**src/rtl/fifo_wr_arbiter.sv**
```systemverilog
// Round-robin arbiter sharing one sync_fifo write port between NUM_REQ producers.
// A granted producer keeps the port for up to MAX_BURST words; one idle cycle per arbitration.
module fifo_wr_arbiter #(
    parameter int unsigned NUM_REQ    = 4,
    parameter int unsigned DATA_WIDTH = 8,
    parameter int unsigned MAX_BURST  = 4
) (
    input  logic                          clk,
    input  logic                          rst,
    input  logic [NUM_REQ-1:0]            req,
    input  logic [NUM_REQ*DATA_WIDTH-1:0] req_data,
    output logic [NUM_REQ-1:0]            req_ack,
    output logic [NUM_REQ-1:0]            grant,
    output logic                          busy,
    input  logic                          fifo_full,
    output logic                          fifo_wr_en,
    output logic [DATA_WIDTH-1:0]         fifo_data_in
);

    localparam int unsigned OwnW  = (NUM_REQ > 1) ? $clog2(NUM_REQ) : 1;
    localparam int unsigned BeatW = $clog2(MAX_BURST + 1);

    typedef enum logic {StIdle, StBurst} state_e;

    state_e               state_q, state_d;
    logic [NUM_REQ-1:0]   grant_q, grant_d;
    logic [OwnW-1:0]      last_owner_q, last_owner_d;
    logic [BeatW-1:0]     beat_q, beat_d;

    logic                 xfer;
    logic                 owner_req;
    logic [OwnW-1:0]      next_owner;
    logic [OwnW-1:0]      hi_idx, lo_idx;
    logic                 hi_found;

    always_ff @(posedge clk) begin
        if (rst) begin
            state_q      <= StIdle;
            grant_q      <= '0;
            last_owner_q <= OwnW'(NUM_REQ - 1);
            beat_q       <= '0;
        end else begin
            state_q      <= state_d;
            grant_q      <= grant_d;
            last_owner_q <= last_owner_d;
            beat_q       <= beat_d;
        end
    end

    // Lowest requester above last_owner wins; otherwise wrap to the lowest requester overall.
    always_comb begin
        hi_idx   = '0;
        lo_idx   = '0;
        hi_found = 1'b0;
        for (int i = NUM_REQ - 1; i >= 0; i--) begin
            if (req[i]) begin
                lo_idx = OwnW'(i);
                if (OwnW'(i) > last_owner_q) begin
                    hi_idx   = OwnW'(i);
                    hi_found = 1'b1;
                end
            end
        end
        next_owner = hi_found ? hi_idx : lo_idx;
    end

    assign owner_req = req[last_owner_q];
    assign xfer      = (state_q == StBurst) && owner_req && !fifo_full;

    always_comb begin
        state_d      = state_q;
        grant_d      = grant_q;
        last_owner_d = last_owner_q;
        beat_d       = beat_q;
        unique case (state_q)
            StIdle: begin
                if (|req) begin
                    state_d      = StBurst;
                    grant_d      = NUM_REQ'(1) << next_owner;
                    last_owner_d = next_owner;
                    beat_d       = '0;
                end
            end
            StBurst: begin
                if ((xfer && (beat_q == BeatW'(MAX_BURST - 1))) || !owner_req) begin
                    state_d = StIdle;
                    grant_d = '0;
                    beat_d  = '0;
                end else if (xfer) begin
                    beat_d = beat_q + BeatW'(1);
                end
            end
            default: state_d = StIdle;
        endcase
    end

    always_comb begin
        req_ack      = '0;
        fifo_data_in = '0;
        for (int i = 0; i < NUM_REQ; i++) begin
            if ((state_q == StBurst) && (OwnW'(i) == last_owner_q)) begin
                req_ack[i]   = xfer;
                fifo_data_in = req_data[i*DATA_WIDTH +: DATA_WIDTH];
            end
        end
    end

    assign grant      = grant_q;
    assign busy       = (state_q == StBurst);
    assign fifo_wr_en = xfer;

endmodule

```
**config.mk**
```make
export PLATFORM = sky130hd
export DESIGN_NAME = fifo_wr_arbiter
export DESIGN_NICKNAME = d
export VERILOG_FILES = /design/src/rtl/fifo_wr_arbiter.sv
export SDC_FILE = /design/constraint.sdc
export NUM_CORES = 1
export LEC_CHECK = 0
export CAP_MARGIN = 10
export CORE_MARGIN = 5
export CORE_UTILIZATION = 35
export DETAILED_ROUTE_END_ITERATION = 7
export PLACE_DENSITY = 0.8
export SYNTH_ARGS = -nofsm -noshare
export SYNTH_HDL_FRONTEND = slang
export SYNTH_SLANG_ARGS = --single-unit
```
**constraint.sdc**
```tcl
create_clock -name clk -period 1.9 [get_ports clk]
set_input_delay 0.19 -clock clk [delete_from_list [all_inputs] [get_ports clk]]
set_output_delay 0.19 -clock clk [all_outputs]
set_load 0.005 [all_outputs]
```
==> flow_results.org, run 1 <==
** Timing
- For this run, the top clock speed supported by timing is 0.542 GHz.
- Remaining max-slew budget at the tightest pin :: 0.739
- The final number of hold-violating endpoints was 0.
- After routing, the total negative slack on setup checks comes to 0 ns.
- For the pin with the worst max-slew slack, the measured transition is 0.390 ns.
- Final period demand of the worst path :: 1.84 ns
- Final slew viol count :: 0
- Setup violations remaining at the end of the flow were counted as 0.
- Of the available clock period, the critical path in the final layout requires 0.971.
- Clock skew after layout :: 0.00442 ns

** Setup path
- Crit Reg-Reg Endpoint :: beat_q[0]
- In this run the critical register-to-register path is launched from last_owner_q[1].
- Number of cell instances on the worst register-to-register path :: 6
- Of all nets on the critical path, the largest fanout is 5.
- For the worst setup path, the data required time is 1.71 ns.
- STA classifies the critical path endpoint as an output port.
- Endpoint arrival time on the critical path :: 1.65 ns
- CP startpoint kind :: flip-flop
- Flop-to-flop setup slack :: 0.14 ns
- The worst setup path is of the flip-flop to output port kind.

** Power
- Comb pwr share :: 0.516
- VDD sags by at most 0.516 mV.
- Leak Pwr :: 0.645 nW
- Of the total power, the share spent switching nets is 0.289.
- In this run the power density over the cells is 519 nW/µm².
- Of the total power, registers draw 0.309.
- Clock power frac :: 0.175
- Total power :: 0.000806 W
- Switching power :: 0.000233 W
- P_int :: 0.000573 W

** Cells and area
- Register cell area after layout :: 205 µm²
- Final core area utilization :: 0.695
- In the final layout, the share of cells above drive strength 1 is 0.236.
- The area growth from synthesis to layout is 87.2%.
- Area occupied by multi-input gates :: 586 µm²
- For this run, the number of standard cells in the final layout without fillers is 189.
- Final design area excluding fillers :: 1550 µm²
- The final layout contains 204 nets.
- Counting the fill cells in the layout gives 169.
- # diodes :: 0

** Placement
- Once placement completed, the tool counted placed cells totaling 184.
- Standard cell area after detailed placement :: 1480 µm²
- Detailed Place HPWL :: 2.41 mm
- Final Wtd Congestion :: 0.829
- The count of buffers added on input and output ports is 56.

** Routing
- For this run, design rule violations remaining after detail routing come to 0.
- The count of nets left with antenna violations once routing finished came out at 0.
- Total vias in the final route :: 1005
- Dividing the detail-routed wire length by the instance count gives 16.2 µm.
- Number of optimization iterations in the first detailed-route pass :: 4
- For this block, the routed nets add up to 3.05 mm of wire.
- Number of violations reported at the end of detailed-routing iteration 0 :: 25
- Dividing the detail-routed via count by the number of cells gives 5.32.

** Yosys
- Number of warnings printed during yosys synthesis :: 0
- Post-synth design cell area :: 830 µm²
- Unique masters post-synth :: 29
- Most instantiated flip-flop cell in the synthesis netlist :: sky130_fd_sc_hd__dfxtp_1
- Of the synthesized area, sequential elements account for 0.241.
- Synthesis produced a netlist whose cell count is 96.
- Avg Synthesized Cell Area :: 8.64 µm²
- Nets in the synthesized netlist :: 137
- Count of state elements after synthesis :: 10
- In the synthesized netlist the async set-or-reset flop fraction comes to 0.
- Number of flops mapped to enable cells by yosys :: 0

** Floorplanning
- The die covers 3440 µm².
- In this run the horizontal extent of the chip is 58.7 µm.
- 57 I/O pins were placed.
- Die height :: 58.7 µm
- For this configuration, the core starts out at a cell density of 0.371.
- Count of standard-cell rows :: 17
- The total area inside the core boundary comes to 2230 µm².

** Worst hold path
- Hold WC Path Type :: flip-flop to flip-flop
- Hold Path Cell Cnt :: 2
- The worst hold path terminates at beat_q[2].
- Launch point of the worst hold path :: beat_q[2]

** Status
- The run finished with clean final reports.

** GRT
- The via count of the first global-routing pass is 998.
- Wire length of the first global-routing pass :: 4.60 mm
- Overflow left after global routing :: 0
- All-Layer GR Usage :: 0.177
- Entering global routing, the biggest net connects 17 pins.
- The initial antenna violation count is 0.

** CTS
- In this run, post-CTS hold repair placed 0 buffers.
- The root buffer cell chosen for the clock tree is sky130_fd_sc_hd__clkbuf_4.
- Clock latency at the later pin of the worst-skew pair :: 0.27 ns
- Buffers inserted during clock tree synthesis total 3.
- Clock-pin slew was measured on the worst setup and hold paths at 0.06 ns.
- CTS built an H-tree with a depth of 1.
- TritonCTS built the clock tree.
- The clock drives 10 sinks.
- In this run the deepest clock path goes through 2 buffers.

** Flow run
- Number of violations of the max-capacitance limit :: 0
registers in the layout (all words and copies together), names as in the netlist:
register      count
grant             4
beat_q            3
last_owner_q      2
busy              1
Yosys cell counts, types with 2 or more instances:
| library cell | number | area share |
|---|---|---|
| sky130_fd_sc_hd__a21oi_1 | 9 | 0.054 |
| sky130_fd_sc_hd__and2_1 | 8 | 0.060 |
| sky130_fd_sc_hd__buf_2 | 3 | 0.018 |
| sky130_fd_sc_hd__clkbuf_1 | 3 | 0.014 |
| sky130_fd_sc_hd__dfxtp_1 | 10 | 0.24 |
| sky130_fd_sc_hd__ha_1 | 2 | 0.030 |
| sky130_fd_sc_hd__inv_1 | 8 | 0.036 |
| sky130_fd_sc_hd__mux4_2 | 8 | 0.22 |
| sky130_fd_sc_hd__nand2_1 | 10 | 0.045 |
| sky130_fd_sc_hd__nand2b_1 | 2 | 0.015 |
| sky130_fd_sc_hd__nand3_1 | 3 | 0.018 |
| sky130_fd_sc_hd__nor2_1 | 6 | 0.027 |
| sky130_fd_sc_hd__nor3_1 | 2 | 0.012 |
| sky130_fd_sc_hd__o21ai_0 | 4 | 0.024 |
| sky130_fd_sc_hd__or3_1 | 4 | 0.030 |
routing by layer:
layer	share of wire	wire length [µm]	vias to the layer above	global-route usage
met4	0.015	45	0	0.0744
met5	0	0	-	0
met3	0.11	345	4	0.0504
met1	0.40	1220	467	0.201
met2	0.47	1440	60	0.309
li1	-	-	474	-
cell families after synthesis:
family / count (synthesis) / share of synthesized area
adder cells (fa/ha/maj): 2 / 0.0302
multiplexers: 9 / 0.249
AND/OR/NAND/NOR: 40 / 0.250
buffers and inverters: 15 / 0.0814
AO/OA/AOI/OAI: 20 / 0.148
flip-flops: 10 / 0.241
timing repair:
item / 4_1_cts / 5_1_grt
gates resized for setup: 20 / 16
cloned: 1 / 0
pin swaps: 2 / 8
endpoints found under the setup margin: 13 / 10
setup buffers: 1 / 0
layout by cell type (no fill, tap or decap), types with 3 or more instances in the layout:
cell type,n
sky130_fd_sc_hd__a21oi_1,9
sky130_fd_sc_hd__inv_1,8
sky130_fd_sc_hd__o21ai_0,4
sky130_fd_sc_hd__clkdlybuf4s50_1,43
sky130_fd_sc_hd__nand2_1,10
sky130_fd_sc_hd__nor2_1,6
sky130_fd_sc_hd__dlygate4sd2_1,5
sky130_fd_sc_hd__clkbuf_4,3
sky130_fd_sc_hd__or3_1,4
sky130_fd_sc_hd__mux4_2,9
sky130_fd_sc_hd__and2_4,6
sky130_fd_sc_hd__dfxtp_1,8
sky130_fd_sc_hd__buf_4,11
sky130_fd_sc_hd__clkdlybuf4s15_1,6
power groups by stage:
stage | logic (W) | registers [W] | clock network (W)
floorplan | 0.000186 | 0.000242 | 0
global placement | 0.000381 | 0.000247 | 0
detailed placement | 0.000389 | 0.000248 | 0
CTS | 0.000398 | 0.000249 | 0.000150
global route | 0.000452 | 0.000252 | 0.000166
finish | 0.000416 | 0.000249 | 0.000141
worst max-delay path, cell delays in order (launching register included):
cell	delay, ns
sky130_fd_sc_hd__dfxtp_4	0.39
sky130_fd_sc_hd__buf_12	0.13
sky130_fd_sc_hd__mux4_2	0.51
sky130_fd_sc_hd__and2_4	0.16
sky130_fd_sc_hd__clkdlybuf4s15_1	0.20
through the flow:
step	hold slack, ns	setup WS, ns
floorplan	0.420	0.316
global placement	0.442	-0.176
detailed placement	0.448	-0.204
CTS	0.461	0.0104
global route	0.493	-0.0195
finish	0.453	0.0556
worst max path at each step:
stage                     slack (ns)       startpoint  cells past startpoint         endpoint
final                           0.06  last_owner_q[0]                      4  fifo_data_in[3]
after global routing           -0.02  last_owner_q[0]                      4  fifo_data_in[4]
after CTS                       0.01  last_owner_q[0]                      4  fifo_data_in[3]
after detailed placement       -0.20           req[3]                      7       req_ack[1]
after global placement         -0.18           req[3]                      7       req_ack[1]
after floorplan                 0.32  last_owner_q[1]                      6        beat_q[1]
layout make-up:
type | count | share of cell area
Clock buffer | 3 | 0.0145
Inverter | 8 | 0.0193
Multi-Input combinational cell | 71 | 0.377
Sequential cell | 10 | 0.132
Tap cell | 28 | 0.0226
Timing Repair Buffer | 69 | 0.434
(Power assumes the default switching activity.)
==> run 2, diff against run 1 <==
Settings changed: CTS_BUF_LIST set to sky130_fd_sc_hd__clkbuf_16.
==> run 2 against run 1 <==
Highest routed layer unchanged. Clock skew is 0.0042 ns lower. Fmax down 1.1%. First-iteration DRC count grew 56%. Design area increased by 3.3%. Flip-flop and latch count did not move. Critical path depth is the same.
==> flow_results.org, run 2 (same netlist as run 1, synthesis figures left out) <==
** Routing
- Number of optimization iterations in the first detailed-route pass :: 4 (unchanged)
- Final routed wirelength across all metal layers :: 3.08 mm (was 3.05 mm)
- Via density per instance :: 5.32 (about the same)
- The average detailed-routed wire length per instance came to 16.3 µm (was 16.2 µm).
- Post-detailed-route count of antenna-violating nets :: 0 (unchanged)
- The number of vias after detailed routing came to 1006 (was 1005).
- The violation count after the first detailed-route iteration is 39 (was 25).
- The residual DRC count was 0 (unchanged).

** Power
- Maximum ir drop on the vdd rail :: 0.703 mV (was 0.516 mV)
- Leak Pwr :: 0.708 nW (was 0.645 nW)
- The power per cell area is 627 nW/µm² (was 519 nW/µm²).

** Setup path
- FF-to-FF Start :: last_owner_q[0] (was last_owner_q[1])
- The type of the worst setup path was flip-flop to output port (unchanged).
- Required time worst endpoint :: 1.71 ns (about the same)
- Endpoint arrival time on the critical path :: 1.68 ns (was 1.65 ns)
- Number of cell instances on the worst register-to-register path :: 7 (was 6)
- Crit Reg-Reg Endpoint :: grant[3] (was beat_q[0])
- CP startpoint kind :: flip-flop (unchanged)
- The maximum net fanout on the critical path came to 5 (unchanged).
- Flop-to-flop setup slack :: 0.14 ns (about the same)
- Critical path endpoint category :: output port (unchanged)

** CTS
- Master cell of the clock root buffer :: sky130_fd_sc_hd__clkbuf_16 (was sky130_fd_sc_hd__clkbuf_4)
- The total of hold buffers inserted after clock tree synthesis is 0 (unchanged).
- The clock tree from TritonCTS is built (unchanged).
- The deepest level of the CTS H-tree came to 1 (unchanged).
- The post-CTS clock slew at the launch and capture registers of the worst setup and hold paths is 0.04 ns (was 0.06 ns).
- Clock Path Buffers :: 2 (unchanged)
- The clock network latency to the later pin of the worst-skew pair was 0.23 ns (was 0.27 ns).
- The CTS buffer count came to 3 (unchanged).
- The number of sinks on the clock net came to 10 (unchanged).

** Floorplanning
- Count of standard-cell rows :: 17 (unchanged)
- The die area is 3440 µm² (unchanged).
- The die width is 58.7 µm (unchanged).
- Count of boundary I/O pins :: 57 (unchanged)
- The die span in y is 58.7 µm (unchanged).
- Starting Density :: 0.371 (unchanged)
- The area inside the core boundary came to 2230 µm² (unchanged).

** Timing
- Final period util :: 0.982 (was 0.971)
- Setup violations, final :: 0 (unchanged)
- Final worst setup slack :: 0.0345 ns (was 0.0556 ns)
- The final clock skew came to 0.000258 ns (was 0.00442 ns).
- Setup repair after global routing left no endpoint under its margin.
- Final slew viol count :: 0 (unchanged)
- The final sum of negative setup slack came to 0 ns (unchanged).
- The final critical delay including setup and external delays was 1.87 ns (was 1.84 ns).
- Final Hold Fails :: 0 (unchanged)
- The pin slew with the least headroom to its limit is 0.382 ns (was 0.390 ns).
- The maximum clock rate came to 0.536 GHz (was 0.542 GHz).
- WHS :: 0.450 ns (was 0.453 ns)
- Remaining max-slew budget at the tightest pin :: 0.744 (was 0.739)

** GRT
- The total global routing overflow came to 0 (unchanged).
- The initial antenna violation count came to 0 (unchanged).
- The global-route wire length before repair came to 4.80 mm (was 4.60 mm).
- The total global routing track utilization is 0.185 (was 0.177).
- Vias in the first global route :: 1028 (was 998)
- The maximum number of pins on one net before global-route repair is 17 (unchanged).

** Placement
- Detailed Place HPWL :: 2.41 mm (unchanged)
- Standard cell area after detailed placement :: 1480 µm² (unchanged)
- Number of placed instances with taps included :: 184 (unchanged)
- Final Wtd Congestion :: 0.829 (unchanged)
- The pre-CTS setup slack was -0.204 ns (unchanged).
- The number of buffer cells added on primary ports came to 56 (unchanged).

** Worst hold path
- The sink of the worst hold path was beat_q[2] (unchanged).
- The type of the tightest min-delay check was flip-flop to flip-flop (unchanged).
- Hold Path Cell Cnt :: 2 (unchanged)
- Launch point of the worst hold path :: beat_q[2] (unchanged)

** Flow run
- The count of max-cap constraint violations was 0 (unchanged).

** Cells and area
- The cell area after layout was 1600 µm² (was 1550 µm²).
- The flip-flop count of the largest register after layout was 4 (unchanged).
- Leading cell types in the layout, fill and taps excluded: 39 x sky130_fd_sc_hd__clkdlybuf4s50_1, 11 x sky130_fd_sc_hd__buf_4, 10 x sky130_fd_sc_hd__nand2_1, 10 x sky130_fd_sc_hd__dlygate4sd2_1 (was 43 x sky130_fd_sc_hd__clkdlybuf4s50_1, 11 x sky130_fd_sc_hd__buf_4, 10 x sky130_fd_sc_hd__nand2_1).
- The final net count came to 204 (unchanged).
- The number of diodes is 0 (unchanged).
- Share of cells above drive strength 1 :: 0.186 (was 0.236)
- The area growth from synthesis to final layout was 93.4% (was 87.2%).
- The post-route non-filler standard cell count is 189 (unchanged).
- Most common library cell in the layout ignoring fill and taps :: sky130_fd_sc_hd__clkdlybuf4s50_1 (unchanged)

** Status
- Result of the run :: complete, no violations (unchanged)
==> run 2: cell types whose count changed in the layout (fill, tap and decap cells not counted), sizes merged <==
cell           previous run  this run
clkbuf                    5         3
dlymetal6s2s              0         4
dlygate4sd2               5        10
clkdlybuf4s15             6         3
clkdlybuf4s50            43        39
==> run 2: through the flow <==
step,power (W),utilization
2_1_floorplan,0.000429,-
3_3_place_gp,0.000627,0.664
3_5_place_dp,0.000636,0.664
4_1_cts,0.00101,0.710
5_1_grt,0.00107,0.718
6_report,0.00101,0.718
==> run 2: cell type report <==
| cell class | instances | area [µm²] |
|---|---|---|
| clock buffer | 3 | 75.1 |
| fill | 167 | 629 |
| multi-input combinational | 71 | 571 |
| inverter | 8 | 30.0 |
| sequential | 10 | 205 |
| timing repair buffer | 69 | 688 |
| tap | 28 | 35.0 |
==> run 2: critical path, stage by stage (launching register included) <==
cell,delay (ns)
sky130_fd_sc_hd__dfxtp_4,0.38
sky130_fd_sc_hd__buf_12,0.13
sky130_fd_sc_hd__mux4_2,0.49
sky130_fd_sc_hd__and2_1,0.18
sky130_fd_sc_hd__dlygate4sd2_1,0.27
==> run 2: power by group <==
| part | total (W) | leakage, nW | internal, W | switching (W) |
|---|---|---|---|---|
| combinational | 0.000396 | 0.589 | 0.000256 | 0.000140 |
| clock | 0.000359 | 0.0370 | 0.000272 | 0.0000872 |
| sequential | 0.000251 | 0.0820 | 0.000230 | 0.0000201 |
==> run 2: worst max path at each step <==
stage	slack (ns)	startpoint	cells after the start	end
floorplan	0.32	last_owner_q[1]	6	beat_q[1]
global placement	-0.18	req[3]	7	req_ack[1]
detailed placement	-0.20	req[3]	7	req_ack[1]
CTS	0.008	last_owner_q[0]	4	fifo_data_in[7]
global route	0.002	last_owner_q[0]	4	fifo_data_in[3]
finish	0.03	last_owner_q[0]	4	fifo_data_in[3]
==> run 2: metal layers <==
layer / routed length (µm) / global-route usage / share of wire
met1: 1200 / 0.215 / 0.39
met2: 1460 / 0.317 / 0.47
met3: 348 / 0.0482 / 0.11
met4: 71 / 0.0874 / 0.023
met5: 0 / 0 / 0
==> run 2: what timing repair did <==
item,in CTS,in global routing
setup buffers,1,0
endpoints found under the setup margin,13,3
cloned,1,0
resized for setup,18,9
hold endpoints to repair,0,0
pin swaps,1,2
